--- src/rtl/sop_eval_engine.sv ---
// Programmable sum-of-products evaluator with a truth-table sweep
// that counts minterms per output for in-system function checking.
module sop_eval_engine #(
    parameter int N_IN   = 4,
    parameter int N_TERM = 8,
    parameter int N_OUT  = 2,
    localparam int IW    = $clog2(N_TERM),
    localparam int CW    = N_IN + 1
) (
    input  logic                  clk,
    input  logic                  rst_n,
    input  logic                  cfg_we,
    input  logic [IW-1:0]         cfg_idx,
    input  logic [N_IN-1:0]       cfg_care,
    input  logic [N_IN-1:0]       cfg_val,
    input  logic [N_OUT-1:0]      cfg_oe,
    input  logic                  in_valid,
    output logic                  in_ready,
    input  logic [N_IN-1:0]       in_vec,
    output logic                  out_valid,
    output logic [N_OUT-1:0]      out_f,
    input  logic                  sweep_start,
    output logic                  busy,
    output logic                  done,
    output logic [N_OUT*CW-1:0]   cnt
);

    typedef enum logic [1:0] {
        IDLE,
        SWEEP,
        DONE
    } state_e;

    state_e state_q, state_d;

    logic [N_IN-1:0]  care_q [N_TERM];
    logic [N_IN-1:0]  care_d [N_TERM];
    logic [N_IN-1:0]  val_q  [N_TERM];
    logic [N_IN-1:0]  val_d  [N_TERM];
    logic [N_OUT-1:0] oe_q   [N_TERM];
    logic [N_OUT-1:0] oe_d   [N_TERM];

    logic [N_IN-1:0]     x_q, x_d;
    logic [N_OUT*CW-1:0] cnt_q, cnt_d;
    logic                out_valid_q, out_valid_d;
    logic [N_OUT-1:0]    out_f_q, out_f_d;

    logic [N_OUT-1:0] f_in;
    logic [N_OUT-1:0] f_sw;
    logic             idx_ok;
    logic             idle;

    // A power-of-two table has no unreachable index to reject.
    if ((2 ** IW) == N_TERM) begin : g_idx_full
        assign idx_ok = 1'b1;
    end else begin : g_idx_part
        assign idx_ok = cfg_idx < IW'(N_TERM);
    end

    assign idle = (state_q == IDLE);

    // Two evaluators share the table: one for requests, one for the sweep.
    always_comb begin
        f_in = '0;
        f_sw = '0;
        for (int j = 0; j < N_TERM; j++) begin
            if (((in_vec ^ val_q[j]) & care_q[j]) == '0) begin
                f_in = f_in | oe_q[j];
            end
            if (((x_q ^ val_q[j]) & care_q[j]) == '0) begin
                f_sw = f_sw | oe_q[j];
            end
        end
    end

    always_comb begin
        care_d = care_q;
        val_d  = val_q;
        oe_d   = oe_q;
        if (cfg_we && idle && idx_ok) begin
            care_d[cfg_idx] = cfg_care;
            val_d[cfg_idx]  = cfg_val;
            oe_d[cfg_idx]   = cfg_oe;
        end
    end

    always_comb begin
        out_valid_d = in_valid && idle;
        out_f_d     = out_f_q;
        if (in_valid && idle) begin
            out_f_d = f_in;
        end
    end

    always_comb begin
        state_d = state_q;
        x_d     = x_q;
        cnt_d   = cnt_q;
        unique case (state_q)
            IDLE: begin
                if (sweep_start) begin
                    state_d = SWEEP;
                    x_d     = '0;
                    cnt_d   = '0;
                end
            end
            SWEEP: begin
                for (int k = 0; k < N_OUT; k++) begin
                    if (f_sw[k]) begin
                        cnt_d[k*CW +: CW] = cnt_q[k*CW +: CW] + 1'b1;
                    end
                end
                if (&x_q) begin
                    state_d = DONE;
                end else begin
                    x_d = x_q + 1'b1;
                end
            end
            DONE: begin
                state_d = IDLE;
            end
            default: begin
                state_d = IDLE;
            end
        endcase
    end

    always_ff @(posedge clk or negedge rst_n) begin
        if (!rst_n) begin
            state_q     <= IDLE;
            care_q      <= '{default: '0};
            val_q       <= '{default: '0};
            oe_q        <= '{default: '0};
            x_q         <= '0;
            cnt_q       <= '0;
            out_valid_q <= 1'b0;
            out_f_q     <= '0;
        end else begin
            state_q     <= state_d;
            care_q      <= care_d;
            val_q       <= val_d;
            oe_q        <= oe_d;
            x_q         <= x_d;
            cnt_q       <= cnt_d;
            out_valid_q <= out_valid_d;
            out_f_q     <= out_f_d;
        end
    end

    assign in_ready  = idle;
    assign busy      = (state_q == SWEEP);
    assign done      = (state_q == DONE);
    assign cnt       = cnt_q;
    assign out_valid = out_valid_q;
    assign out_f     = out_f_q;

endmodule

--- config.mk ---
export PLATFORM = sky130hd
export DESIGN_NAME = sop_eval_engine
export DESIGN_NICKNAME = d
export VERILOG_FILES = /design/src/rtl/sop_eval_engine.sv
export SDC_FILE = /design/constraint.sdc
export NUM_CORES = 1
export LEC_CHECK = 0
export ABC_CLOCK_PERIOD_IN_PS = 2300
export BUFFER_PORTS_ARGS = -buffer_cell sky130_fd_sc_hd__clkbuf_2
export CORE_MARGIN = 2
export CORE_UTILIZATION = 55
export DETAILED_ROUTE_END_ITERATION = 6
export PLACE_DENSITY = 0.81
export SYNTH_ARGS = -nofsm -noshare
export SYNTH_HDL_FRONTEND = slang
export SYNTH_SLANG_ARGS = --single-unit
--- constraint.sdc ---
create_clock -name clk -period 2.3 [get_ports clk]
set_clock_uncertainty 0.1 [all_clocks]
set_input_delay 0.115 -clock clk [delete_from_list [all_inputs] [get_ports clk]]
set_output_delay 0.115 -clock clk [all_outputs]
set_load 0.01 [all_outputs]
Word-level counts from Yosys, hierarchy flattened
Cells that the tools add are included.
{"block": "op_classes", "n_addsub": 3, "n_lt_le_gt_ge": 2, "n_eq_ne": 7, "mux": 33, "bitwise": 47, "n_reduce_logical": 26}
{"cell": "4-bit AND", "n": 16}
{"cell": "32-bit bitwise mux", "n": 2}
{"cell": "4-bit logical NOT", "n": 16}
{"cell": "4-bit bitwise XOR", "n": 16}
{"cell": "2-bit 2-to-1 mux", "n": 19}
{"cell": "2-bit OR", "n": 14}
{"cell": "10-bit one-hot mux with 2 select lines", "n": 1}
{"cell": "16-bit bitwise mux", "n": 1}
{"cell": "4-bit demux with 3-bit select", "n": 1}
{"cell": "4-bit 2-to-1 mux", "n": 3}
{"cell": "5-bit by 1-bit adder with 5-bit output (second input constant)", "n": 2}
{"cell": "10-bit 2-to-1 mux", "n": 1}
{"cell": "5-bit 2-to-1 mux", "n": 2}
{"cell": "3-bit AND reduction", "n": 3}
{"cell": "4-bit one-hot mux with 2 select lines", "n": 1}
{"cell": "2-bit demux with 3-bit select", "n": 1}
{"cell": "2-bit by 1-bit != test with 1-bit output (second input constant)", "n": 3}
{"cell": "4-bit by 1-bit adder with 4-bit output (second input constant)", "n": 1}
{"cell": "4-bit >= comparator (second input constant)", "n": 1}
{"cell": "4-bit by 1-bit < comparator with 1-bit output (second input constant)", "n": 1}
{"cell": "2-bit != test (second input constant)", "n": 2}
{"cell": "3-bit NOT with 4-bit output", "n": 1}
{"cell": "2-bit one-hot mux with 2 select lines", "n": 1}
{"cell": "4-bit AND reduction", "n": 1}
{"cell": "6 further kinds", "n": 8}
{"block": "totals", "regBits": 99, "input_bits": 22, "out_inout_bits": 16, "word_cells": 148}

Longest topological paths before layout
Gate-level depths: netlist of the first run.
{"block": "depth", "word_depth": 20, "mapped_depth": 7, "ltp_nobuf": 6}

Worst setup path after synthesis of the first run
No wires, ideal clock.
{"block": "synth_timing", "path_kind": "register -> register", "start": "register state_q[0]", "end": "register care_q[4] (netlist bit)", "setup_time_ps": 125, "arrival_ps": 1598, "t_required_ps": 2075, "setup_slack_ps": 477, "stages_incl_launch_ff": 7, "path_buffers": 1, "synth_period_minus_slack_ps": 1823, "path_cell_list": "dfrtp_1 > nor2_4 > nand2_1 > nor2_1 > and3_1 > buf_4 > mux2_2"}
{"block": "synth_via", "elab_chain_len": 2}
{"element": "start, declared", "line": "34", "text": "state_e state_q, state_d;"}
{"element": "start signal, assigned", "line": "139", "text": "state_q <= state_d;"}
{"element": "2-bit logical NOT", "line": "60", "text": "assign idle = (state_q == IDLE);"}
{"element": "via in_ready", "line": "18", "text": "output logic in_ready,"}
{"element": "1-bit logical AND", "line": "80", "text": "if (cfg_we && idle && idx_ok) begin"}
{"element": "end signal, assigned", "line": "140", "text": "care_q <= care_d;"}
{"element": "end, declared", "line": "36", "text": "logic [N_IN-1:0] care_q [N_TERM];"}
The timed path passes the listed nets, and every way through them passes these cells.
A chain may end at the register's enable or synchronous reset.

Worst setup path after layout of the first run
{"block": "layout_timing", "start": "register x_q[2]", "end": "register cnt_q[3], in the netlist cnt[3]"}
{"block": "layout_via", "elab_chain_len": 20, "elab_cells_between_ends": 41, "classes_between": "1 x eq/ne; 8 x mux; 23 x bitwise; 9 x reduce/logical"}
{"element": "start, declared", "line": "43", "text": "logic [N_IN-1:0] x_q, x_d;"}
{"element": "start signal, assigned", "line": "134", "text": "x_q <= '0;"}
{"element": "start signal, assigned", "line": "143", "text": "x_q <= x_d;"}
{"element": "4-bit bitwise XOR", "line": "70", "text": "if (((x_q ^ val_q[j]) & care_q[j]) == '0) begin"}
{"element": "4-bit AND", "line": "70"}
{"element": "4-bit logical NOT", "line": "70"}
{"element": "2-bit 2-to-1 mux", "line": "70"}
{"element": "2-bit OR", "line": "71", "text": "f_sw = f_sw | oe_q[j];"}
{"element": "2-bit 2-to-1 mux", "line": "70"}
{"element": "2-bit OR", "line": "71"}
{"element": "2-bit 2-to-1 mux", "line": "70"}
{"element": "[... 4 more ...]"}
{"element": "2-bit OR", "line": "71"}
{"element": "2-bit 2-to-1 mux", "line": "70"}
{"element": "2-bit OR", "line": "71"}
{"element": "2-bit 2-to-1 mux", "line": "70"}
{"element": "2-bit OR", "line": "71"}
{"element": "2-bit 2-to-1 mux *", "line": "70"}
{"element": "2-bit by 1-bit != test with 1-bit output (no source line) *"}
{"element": "3-bit AND reduction (no source line) *"}
{"element": "end signal, assigned", "line": "144", "text": "cnt_q <= cnt_d;"}
{"element": "end, declared", "line": "44", "text": "logic [N_OUT*CW-1:0] cnt_q, cnt_d;"}
Every way passes the cells marked *; elsewhere a longest branch is shown, timed or not.

==> results of run 1 <==
==> sequential cells by signal (all words and copies together) (netlist names) <==
name / flops
out_f: 2
state_q: 2
cnt: 10
care_q: 32
out_valid: 1
oe_q: 16
x_q: 4
val_q: 32
==> metrics by stage <==
step	utilization (%)	instances	setup WS, ns
finish	62.6	564	0.227
global route	62.6	564	0.0663
CTS	62.5	564	0.121
detailed placement	60.1	545	0.144
global placement	60.1	545	0.270
floorplan	-	409	0.477
==> metal layers <==
layer  vias up  GRT usage, %  wire [um]
li1       1568             -          -
met1      1747          31.6       4840
met2        93          39.0       5600
met3        22          3.72        470
met4         0          9.17        233
met5         -             0          0
==> path summary, 6_finish.rpt <==
kind,startpoint,to,depth (start not counted)
max,x_q[2]$_DFFE_PN0P_,cnt[3]$_DFFE_PN0P_,6
min,cfg_val[0],val_q[0]$_DFFE_PN0P_,2
max reg2reg,x_q[2]$_DFFE_PN0P_,cnt[3]$_DFFE_PN0P_,6
min reg2reg,cnt[9]$_DFFE_PN0P_,cnt[9]$_DFFE_PN0P_,1
max in group asynchronous,rst_n,oe_q[15]$_DFFE_PN0P_,3
min in group asynchronous,rst_n,care_q[15]$_DFFE_PN0P_,2
==> cell families (layout without fill, tap and decap cells) <==
| group | Yosys count | after routing | share of synthesized area (%) |
|---|---|---|---|
| mux | 89 | 89 | 19.7 |
| xor+xnor | 65 | 65 | 11.5 |
| compound gates | 52 | 52 | 7.13 |
| flops | 99 | 99 | 49.4 |
| fa+ha+maj | 3 | 3 | 0.748 |
| simple gates | 83 | 83 | 9.37 |
| buf+inv | 18 | 65 | 2.17 |
==> area by class of cell <==
cell class,count,area [um2],area share (%)
clock buffers,10,138,2.50
well taps,108,135,2.45
inverters,6,22.5,0.409
flip-flops and latches,99,2480,45.0
repair buffers,43,253,4.59
multi-input cells,292,2430,44.2
clock inverters,6,47.5,0.863
==> worst max-delay path: stages (launching register included) <==
cell and delay [ns]:
dfrtp_2 0.57, xor2_1 0.22, a22oi_1 0.15, nand3_1 0.12
nand4_1 0.30, o21ai_0 0.33, mux2i_1 0.21
==> cells in the final DEF, fill, tap and decap left out, drive strengths merged <==
cell / count
buf: 4
nand4: 9
inv: 8
nand2b: 1
clkinvlp: 1
a22oi: 32
nand3: 32
and4: 4
dfrtp: 99
nor2: 6
nand2: 20
mux2i: 9
o311ai: 1
nor2b: 3
a211oi: 1
clkbuf: 46
ha: 3
o21ai: 11
clkinv: 3
o21bai: 1
xor2: 65
mux2: 80
or3: 1
dlygate4sd3: 3
a21oi: 4
and2: 2
o211ai: 2
and4b: 1
and3: 4
==> where the power goes <==
part           internal [mW]  total (mW)  switching, mW  leakage, nW
Sequential              2.36        3.11          0.755         1.28
Clock                  0.433        1.06          0.628       0.0933
Combinational           1.21        2.47           1.26         1.33
Total                   4.00        6.64           2.65         2.71
==> what timing repair did <==
item,CTS,global route
buffers inserted,0,0
hold buffers,3,0
setup endpoints to repair,0,5
hold endpoints to repair,102,0
gates resized for setup,0,4
==> results by group, run 1 <==
Outcome
  – Outcome: complete, no violations

Global routing
  – First-pass GRT wire length: 18.0 mm
  – GR Overflow Total: 0
  – Tot GR Track Use: 23.6%
  – Vias in the first global route: 3,470
  – Pin count of the biggest net entering global routing: 52
  – Initial antenna violation count: 0

Routing
  – Post-route ant nets: 0
  – Router iterations before antenna repair: 6
  – Iteration-0 DRC Markers: 252
  – Final wirelength: 11.1 mm
  – DRC viols: 0
  – Post-DR wirelength/cell: 19.8 um
  – Total number of vias: 3,430
  – Mean number of vias per cell: 6.08

Clocking
  – CTS tree: built
  – CTS max path bufs: 2
  – CTS H-Tree Depth: 3
  – Latest clock arrival within the worst-skew pair: 0.37 ns
  – Clock Root Buffer: clkbuf_8
  – TritonCTS Buffers: 9
  – Worst-path clk slew: 0.10 ns
  – Clock Sink Count: 99

Placed design
  – Routability cong.: 0.973
  – Post-detail-place hpwl: 8.17 mm
  – Area after DPL: 5290 um2
  – IO buf count: 37

Worst setup path
  – Critical path class: register to register
  – Worst Path Arrival: 2.27 ns
  – Reg2Reg Setup Slack: 0.23 ns
  – Critical-path maximum fanout: 12
  – CP startpoint kind: register
  – Nature of the critical path endpoint: register
  – Req. time, crit path: 2.49 ns

Yosys
  – Asr flop ratio synth: 100%
  – EDFF count, synth: 0
  – YS warnings: 0
  – Yosys cell types: 36
  – Top-count cell post-synth: dfrtp_1
  – Post-Synthesis Cells: 409
  – Sequential-to-total area share from yosys stat: 49.4%
  – Synth top cells by count: dfrtp_1 (99), mux2_2 (80), xor2_1 (64), a22oi_1 (32), nand3_1 (32)
  – Most used DFF post-synth: dfrtp_1
  – Netlist Area Pre-Place: 5020 um2
  – Top-area cell type share of the netlist area: 49.4%
  – Ranking of synthesized cells by area: dfrtp_1 (49%), mux2_2 (18%), xor2_1 (11%)
  – Yosys top cell by area: dfrtp_1
  – Mean Syn Cell Area: 12.3 um2
  – Yosys reg bits: 99
  – Synth Net Count: 434

Final layout
  – Total of fill cells in the finished design: 682
  – Syn-to-layout area delta: 9.80%
  – Final nets: 476
  – Antenna Cells: 0
  – Share of layout cells above drive strength 1: 33.8%
  – Cell area after layout: 5510 um2

STA
  – Max Clock Freq: 0.483 GHz
  – RSZ-0062 raised after global routing: false
  – Hold Fails Final Rpt: 0
  – WHS: 0.0126 ns
  – Worst relative slew slack: 69.1%
  – Final setup vio count: 0
  – Final Cycle Share: 90.1%
  – TNS Setup: 0 ns
  – Slew Limit Fails: 0
  – Measured slew at the worst slew-check pin: 0.464 ns
  – Final min period: 2.07 ns

Flow run
  – Max-Cap Viols: 0

Power and ir drop
  – Total power after layout: 6.64 mW
  – Leak: 2.71 nW
  – Peak ir drop on the vdd network: 593 uV
  – Power Density: 1210 nW/um2

Floorplanning
  – Die Y-Extent: 99.5 um
  – Die area: 9910 um2
  – Starting Density: 57.0%
  – Row count: 34
  – I/O pin cnt: 38
  – Area of the core: 8810 um2
  – Chip Width: 99.5 um

Min path
  – Hold Path Class: primary input to register
No activity file was read; power rests on OpenSTA's default activity.
==> inputs of run 2 (changes only) <==
--- a/config.mk
+++ b/config.mk
@@ -7,10 +7,12 @@
 export LEC_CHECK = 0
 export ABC_CLOCK_PERIOD_IN_PS = 2300
 export BUFFER_PORTS_ARGS = -buffer_cell sky130_fd_sc_hd__clkbuf_2
+export CELL_PAD_IN_SITES_DETAIL_PLACEMENT = 0
+export CELL_PAD_IN_SITES_GLOBAL_PLACEMENT = 1
 export CORE_MARGIN = 2
-export CORE_UTILIZATION = 55
+export CORE_UTILIZATION = 49
 export DETAILED_ROUTE_END_ITERATION = 6
-export PLACE_DENSITY = 0.81
+export PLACE_DENSITY = 0.86
 export SYNTH_ARGS = -nofsm -noshare
 export SYNTH_HDL_FRONTEND = slang
 export SYNTH_SLANG_ARGS = --single-unit
==> run 2 against run 1 <==
Net effect:
- total power rose by 0.23%
- critical path depth unchanged
- sequential share of layout area down 0.37 points
- critical path type unchanged
==> results by group, run 2 (synthesized netlist as in run 1, its figures left out) <==
Power and ir drop
  – Peak ir drop on the vdd network: 415 uV (-30%)
  – Leak: 2.72 nW (+0.43%)
  – Power Density: 1200 nW/um2 (-0.58%)

Floorplanning
  – Die area: 11,100 um2 (+12%)
  – Area of the core: 9860 um2 (+12%)
  – Chip Width: 105 um (+5.7%)
  – Die Y-Extent: 105 um (+5.7%)
  – Row count: 36 (+5.9%)
  – Starting Density: 50.9% (-6.1 points)
  – I/O pin cnt: 38 (unchanged)

Clocking
  – CTS H-Tree Depth: 3 (unchanged)
  – Latest clock arrival within the worst-skew pair: 0.38 ns (about the same)
  – CTS max path bufs: 2 (unchanged)
  – Worst-path clk slew: 0.09 ns (about the same)
  – TritonCTS Buffers: 9 (unchanged)
  – CTS tree: built
  – Clock Root Buffer: clkbuf_8
  – Clock Sink Count: 99 (unchanged)

Worst setup path
  – Cell family with most CP delay: flip-flops
  – Critical path class: register to register
  – Reg-to-Reg Start: x_q[2]$_DFFE_PN0P_
  – Critical-path cell list: xor2_1, a22oi_1, nand3_1, nand4_1, o211ai_1, mux2i_1
  – Worst r2r dst: cnt[2]$_DFFE_PN0P_
  – Slowest-stage cell, CP: dfrtp_2
  – Req. time, crit path: 2.50 ns (about the same)
  – Nature of the critical path endpoint: register
  – CP startpoint kind: register
  – Critical-path maximum fanout: 12 (unchanged)
  – R2R depth: 6 (unchanged)
  – Reg2Reg Setup Slack: 0.22 ns (about the same)
  – Worst Path Arrival: 2.28 ns (about the same)
  – CP Buf/Inv Count: 0 (unchanged)
  – Crit-path max cell delay: 0.58 ns (about the same)

Routing
  – Final wirelength: 11.0 mm (-0.91%)
  – Router iterations before antenna repair: 4 (-2)
  – Post-route ant nets: 0 (unchanged)
  – Mean number of vias per cell: 5.67 (-6.7%)
  – DRC viols: 0 (unchanged)
  – Post-DR wirelength/cell: 18.7 um (-5.3%)
  – Total number of vias: 3,347 (-2.4%)
  – Iteration-0 DRC Markers: 157 (-38%)

Outcome
  – Outcome: complete, no violations

Final layout
  – Final nets: 477 (+0.21%)
  – Syn-to-layout area delta: 10.7%
  – Top Registers: care_q (32), val_q (32), oe_q (16)
  – Antenna Cells: 0 (unchanged)
  – Fin cells: 590 (+4.6%)
  – Commonest non-fill, non-tap cells in the layout: dfrtp_1 (95), mux2_2 (80), xor2_1 (64), clkbuf_2 (36)
  – Final Util: 56.3% (-6.3 points)
  – Commonest non-fill, non-tap cell in the layout: dfrtp_1
  – Share of layout cells above drive strength 1: 33.5% (-0.29 points)

Placed design
  – Post-detail-place hpwl: 8.08 mm (-1.1%)
  – IO buf count: 37 (unchanged)
  – Routability cong.: 0.930 (-4.4%)
  – Place WS: 0.160 ns (+0.0163 ns)
  – DP Cell Count: 571 (+4.8%)

STA
  – Final worst setup slack: 0.217 ns (-0.0101 ns)
  – Hold Fails Final Rpt: 0 (unchanged)
  – Final Cycle Share: 90.5% (+0.44 points)
  – Max Clock Freq: 0.480 GHz (-0.48%)
  – Measured slew at the worst slew-check pin: 0.537 ns (+0.0732 ns)
  – Worst relative slew slack: 64.2% (-4.9 points)
  – RSZ-0062 raised after global routing: false
  – Final setup vio count: 0 (unchanged)
  – Final min period: 2.08 ns (+0.0101 ns)
  – TNS Setup: 0 ns (unchanged)
  – Slew Limit Fails: 0 (unchanged)

Global routing
  – Initial antenna violation count: 0 (unchanged)
  – First-pass GRT wire length: 18.3 mm (+1.6%)
  – Tot GR Track Use: 21.3% (-2.3 points)
  – Vias in the first global route: 3,509 (+1.1%)
  – GR Overflow Total: 0 (unchanged)
  – Pin count of the biggest net entering global routing: 53 (+1.9%)

Min path
  – Hold Path Class: primary input to register
  – Worst hold path startpoint: cfg_val[2]
  – WHS Path Cells: 2 (unchanged)
  – Hold EP: val_q[14]$_DFFE_PN0P_

Flow run
  – Max-Cap Viols: 0 (unchanged)
==> run 2: cell count changes in the layout (fill, tap and decap cells not counted) <==
cell        before  now
buf_4            3    4
clkbuf_1         0    2
clkbuf_8        10   13
clkinv_4         2    0
clkinvlp_4       1    0
inv_6            2    0
==> run 2: how the worst max path moves through the flow <==
stage | from | to | cells after the start
floorplan | state_q[0]$_DFFE_PN0P_ | care_q[4]$_DFFE_PN0P_ | 6
global placement | x_q[2]$_DFFE_PN0P_ | cnt[3]$_DFFE_PN0P_ | 6
detailed placement | x_q[2]$_DFFE_PN0P_ | cnt[3]$_DFFE_PN0P_ | 6
CTS | x_q[2]$_DFFE_PN0P_ | cnt[3]$_DFFE_PN0P_ | 6
global route | x_q[2]$_DFFE_PN0P_ | cnt[2]$_DFFE_PN0P_ | 6
finish | x_q[2]$_DFFE_PN0P_ | cnt[2]$_DFFE_PN0P_ | 6
==> run 2: metrics by stage <==
stage | hold WS [ns] | total power, mW | area [um2]
final | 0.0105 | 6.66 | 5560
after global routing | 0.0260 | 7.14 | 5560
after CTS | 0.0112 | 6.66 | 5550
after detailed placement | -0.107 | 5.57 | 5330
after global placement | -0.110 | 5.45 | 5330
after floorplan | -0.281 | 4.83 | 5020
==> run 2: worst reg2reg max path, delay by kind of cell, from the launching register on <==
kind | cells | cell delay, ns
XOR/XNOR | 1 | 0.23
flip-flops | 1 | 0.58
multiplexers | 1 | 0.22
AND/OR/NAND/NOR | 2 | 0.42
AO/OA/AOI/OAI | 2 | 0.47
==> run 2: per-layer routing <==
layer,GRT usage (%),part of all wire [%]
met1,27.6,45
met2,35.1,48
met3,4.64,3.8
met4,8.19,2.3
met5,0,0
==> run 2: final cells by class <==
| type | count | area, um2 |
|---|---|---|
| timing repair buffer | 44 | 260 |
| fill | 843 | 4310 |
| tap | 133 | 166 |
| inverter | 6 | 22.5 |
| clock buffer | 15 | 186 |
| sequential | 99 | 2480 |
| clock inverter | 1 | 5.00 |
| multi-input combinational | 292 | 2430 |
==> run 2: timing repair <==
item	4_1_cts	5_1_grt
setup endpoints to repair	0	7
hold endpoints to repair	102	0
hold buffers	3	0
setup buffers	0	0
gates resized for setup	0	4
==> run 2: where the power goes <==
part           internal [mW]  total, mW  leakage (nW)  switching, mW
logic                   1.22       2.48          1.34           1.26
clock network          0.512       1.09        0.0997          0.577
registers               2.36       3.10          1.28          0.736
==> inputs of run 3 (changes only) <==
--- a/config.mk
+++ b/config.mk
@@ -7,7 +7,7 @@
 export LEC_CHECK = 0
 export ABC_CLOCK_PERIOD_IN_PS = 2300
 export BUFFER_PORTS_ARGS = -buffer_cell sky130_fd_sc_hd__clkbuf_2
-export CELL_PAD_IN_SITES_DETAIL_PLACEMENT = 0
+export CELL_PAD_IN_SITES_DETAIL_PLACEMENT = 1
 export CELL_PAD_IN_SITES_GLOBAL_PLACEMENT = 1
 export CORE_MARGIN = 2
 export CORE_UTILIZATION = 49
==> run 3 against run 2 <==
Net effect:
- wire length rose by 15%
- via count grew 2.4%
- non-clock buffer count unchanged
- core utilization grew 0.28 points
- cell area increased by 0.50%
- global-route usage increased by 3.6 points
- clock-buffer cell count down 3
- sequential power grew 1%
- critical path type unchanged
==> results by group, run 3 (synthesized netlist as in run 1, its figures left out) <==
Worst setup path
  – CP startpoint kind: register
  – Slowest-stage cell, CP: dfrtp_2
  – Cell family with most CP delay: flip-flops
  – Crit-path max cell delay: 0.58 ns (about the same)
  – Critical path class: register to register
  – Critical-path cell list: xor2_1, a22oi_1, nand3_1, nand4_1, o21ai_0, mux2i_1
  – Worst Path Arrival: 2.19 ns (-0.09 ns)
  – Req. time, crit path: 2.50 ns (about the same)
  – CP Buf/Inv Count: 0 (unchanged)
  – Critical-path maximum fanout: 12 (unchanged)
  – Nature of the critical path endpoint: register

Power and ir drop
  – Total power after layout: 6.95 mW (+4.4%)
  – Reg power frac: 45.1% (-1.4 points)
  – Peak ir drop on the vdd network: 476 uV (+15%)
  – Sw frac: 39.3% (+0.66 points)
  – Net Sw Power: 2.73 mW (+6.2%)
  – Int Pwr: 4.22 mW (+3.3%)
  – Logic pwr share: 36.9% (-0.3 points)
  – Power Density: 1250 nW/um2 (+3.9%)
  – Leak: 2.73 nW (+0.40%)
  – Clock power share: 18.0% (+1.7 points)

Final layout
  – Commonest non-fill, non-tap cells in the layout: dfrtp_1 (95), mux2_2 (80), xor2_1 (64), clkbuf_2 (36)
  – Fin cells: 590 (unchanged)
  – Share of layout cells above drive strength 1: 33.5% (unchanged)
  – Commonest non-fill, non-tap cell in the layout: dfrtp_1
  – Antenna Cells: 0 (unchanged)
  – Top Registers: care_q (32), val_q (32), oe_q (16)
  – Final Util: 56.6% (+0.28 points)
  – Final nets: 477 (unchanged)
  – Syn-to-layout area delta: 11.2%
  – Cell area after layout: 5580 um2 (+0.50%)

STA
  – RSZ-0062 raised after global routing: false
  – Hold Fails Final Rpt: 0 (unchanged)
  – Final worst setup slack: 0.306 ns (+0.0882 ns)
  – Slew Limit Fails: 0 (unchanged)
  – Final min period: 1.99 ns (-0.0882 ns)
  – Final setup vio count: 0 (unchanged)
  – Max Clock Freq: 0.501 GHz (+4.4%)
  – Worst relative slew slack: 63.8% (-0.39 points)
  – TNS Setup: 0 ns (unchanged)
  – Final Cycle Share: 86.7% (-3.8 points)
  – Measured slew at the worst slew-check pin: 0.543 ns (+0.00585 ns)
  – WHS: 0.0289 ns (+0.0184 ns)

Placed design
  – IO buf count: 37 (unchanged)
  – Place WS: 0.203 ns (+0.0427 ns)
  – Area after DPL: 5330 um2 (unchanged)
  – Post-detail-place hpwl: 9.20 mm (+14%)
  – DP Cell Count: 571 (unchanged)
  – Routability cong.: 0.930 (unchanged)

Floorplanning
  – Die area: 11,100 um2 (unchanged)
  – Row count: 36 (unchanged)
  – Starting Density: 50.9% (unchanged)
  – I/O pin cnt: 38 (unchanged)
  – Area of the core: 9860 um2 (unchanged)
  – Die Y-Extent: 105 um (unchanged)
  – Chip Width: 105 um (unchanged)

Global routing
  – Initial antenna violation count: 0 (unchanged)
  – Tot GR Track Use: 25.0% (+3.6 points)
  – First-pass GRT wire length: 21.1 mm (+16%)
  – Pin count of the biggest net entering global routing: 53 (unchanged)
  – GR Overflow Total: 0 (unchanged)
  – Vias in the first global route: 3,869 (+10%)

Clocking
  – TritonCTS Buffers: 9 (unchanged)
  – Worst-path clk slew: 0.10 ns (about the same)
  – Clock Root Buffer: clkbuf_8
  – CTS max path bufs: 2 (unchanged)
  – Latest clock arrival within the worst-skew pair: 0.38 ns (about the same)
  – Clock Sink Count: 99 (unchanged)
  – CTS tree: built
  – CTS H-Tree Depth: 3 (unchanged)

Min path
  – Hold Path Class: primary input to register

Routing
  – Post-DR wirelength/cell: 21.5 um (+15%)
  – Total number of vias: 3,427 (+2.4%)
  – Final wirelength: 12.7 mm (+15%)
  – DRC viols: 0 (unchanged)
  – Router iterations before antenna repair: 4 (unchanged)
  – Iteration-0 DRC Markers: 140 (-11%)
  – Post-route ant nets: 0 (unchanged)
  – Mean number of vias per cell: 5.81 (+2.4%)

Flow run
  – Max-Cap Viols: 0 (unchanged)

Outcome
  – Outcome: complete, no violations
[run 3: cell types whose count changed in the layout (fill, tap and decap cells not counted), sizes merged]
| cell | previous run | this run |
|---|---|---|
| clkinv | 1 | 2 |
| clkbuf | 51 | 48 |
| bufinv | 0 | 2 |
[run 3: area by class of cell]
| class | instances | area, um2 |
|---|---|---|
| Fill cell | 1033 | 4280 |
| Sequential cell | 99 | 2480 |
| Multi-Input combinational cell | 292 | 2430 |
| Timing Repair Buffer | 44 | 260 |
| Tap cell | 133 | 166 |
| Clock buffer | 12 | 145 |
| Clock inverter | 4 | 73.8 |
| Inverter | 6 | 22.5 |
[run 3: timing repair]
action                     in CTS  in global routing
setup buffers                   0                  0
hold endpoints to repair      102                  0
setup endpoints to repair       0                  4
hold buffers                    3                  0
resized for setup               0                  4
[run 3: worst reg2reg max path, cell delays in order (launching register included)]
cell and delay (ns):
dfrtp_2 0.58, xor2_1 0.22, a22oi_1 0.14, nand3_1 0.10, nand4_1 0.27, o21ai_0 0.31
mux2i_1 0.20
[run 3: power groups by stage]
stage,clock network [mW],registers (mW),logic [mW]
detailed placement,0,3.14,2.52
finish,1.25,3.14,2.57
floorplan,0,2.86,1.97
CTS,1.26,3.12,2.57
global placement,0,3.08,2.38
global route,1.34,3.23,2.85
[run 3: worst paths after layout]
| kind | from | endpoint | slack (ns) | depth (start not counted) |
|---|---|---|---|---|
| max | x_q[2]$_DFFE_PN0P_ | cnt[3]$_DFFE_PN0P_ | 0.31 | 6 |
| min | cfg_val[3] | val_q[31]$_DFFE_PN0P_ | 0.03 | 2 |
| max reg2reg | x_q[2]$_DFFE_PN0P_ | cnt[3]$_DFFE_PN0P_ | 0.31 | 6 |
| min reg2reg | cnt[4]$_DFFE_PN0P_ | cnt[4]$_DFFE_PN0P_ | 0.39 | 1 |
| max in group asynchronous | rst_n | val_q[7]$_DFFE_PN0P_ | 1.37 | 3 |
| min in group asynchronous | rst_n | val_q[21]$_DFFE_PN0P_ | 0.04 | 2 |
[run 3: per-layer routing]
metal | vias up | part of all wire (%) | GRT usage (%)
li1 | 1561 | - | -
met1 | 1781 | 42 | 31.0
met2 | 70 | 52 | 44.2
met3 | 15 | 3.3 | 4.21
met4 | 0 | 1.9 | 8.00
met5 | - | 0 | 0
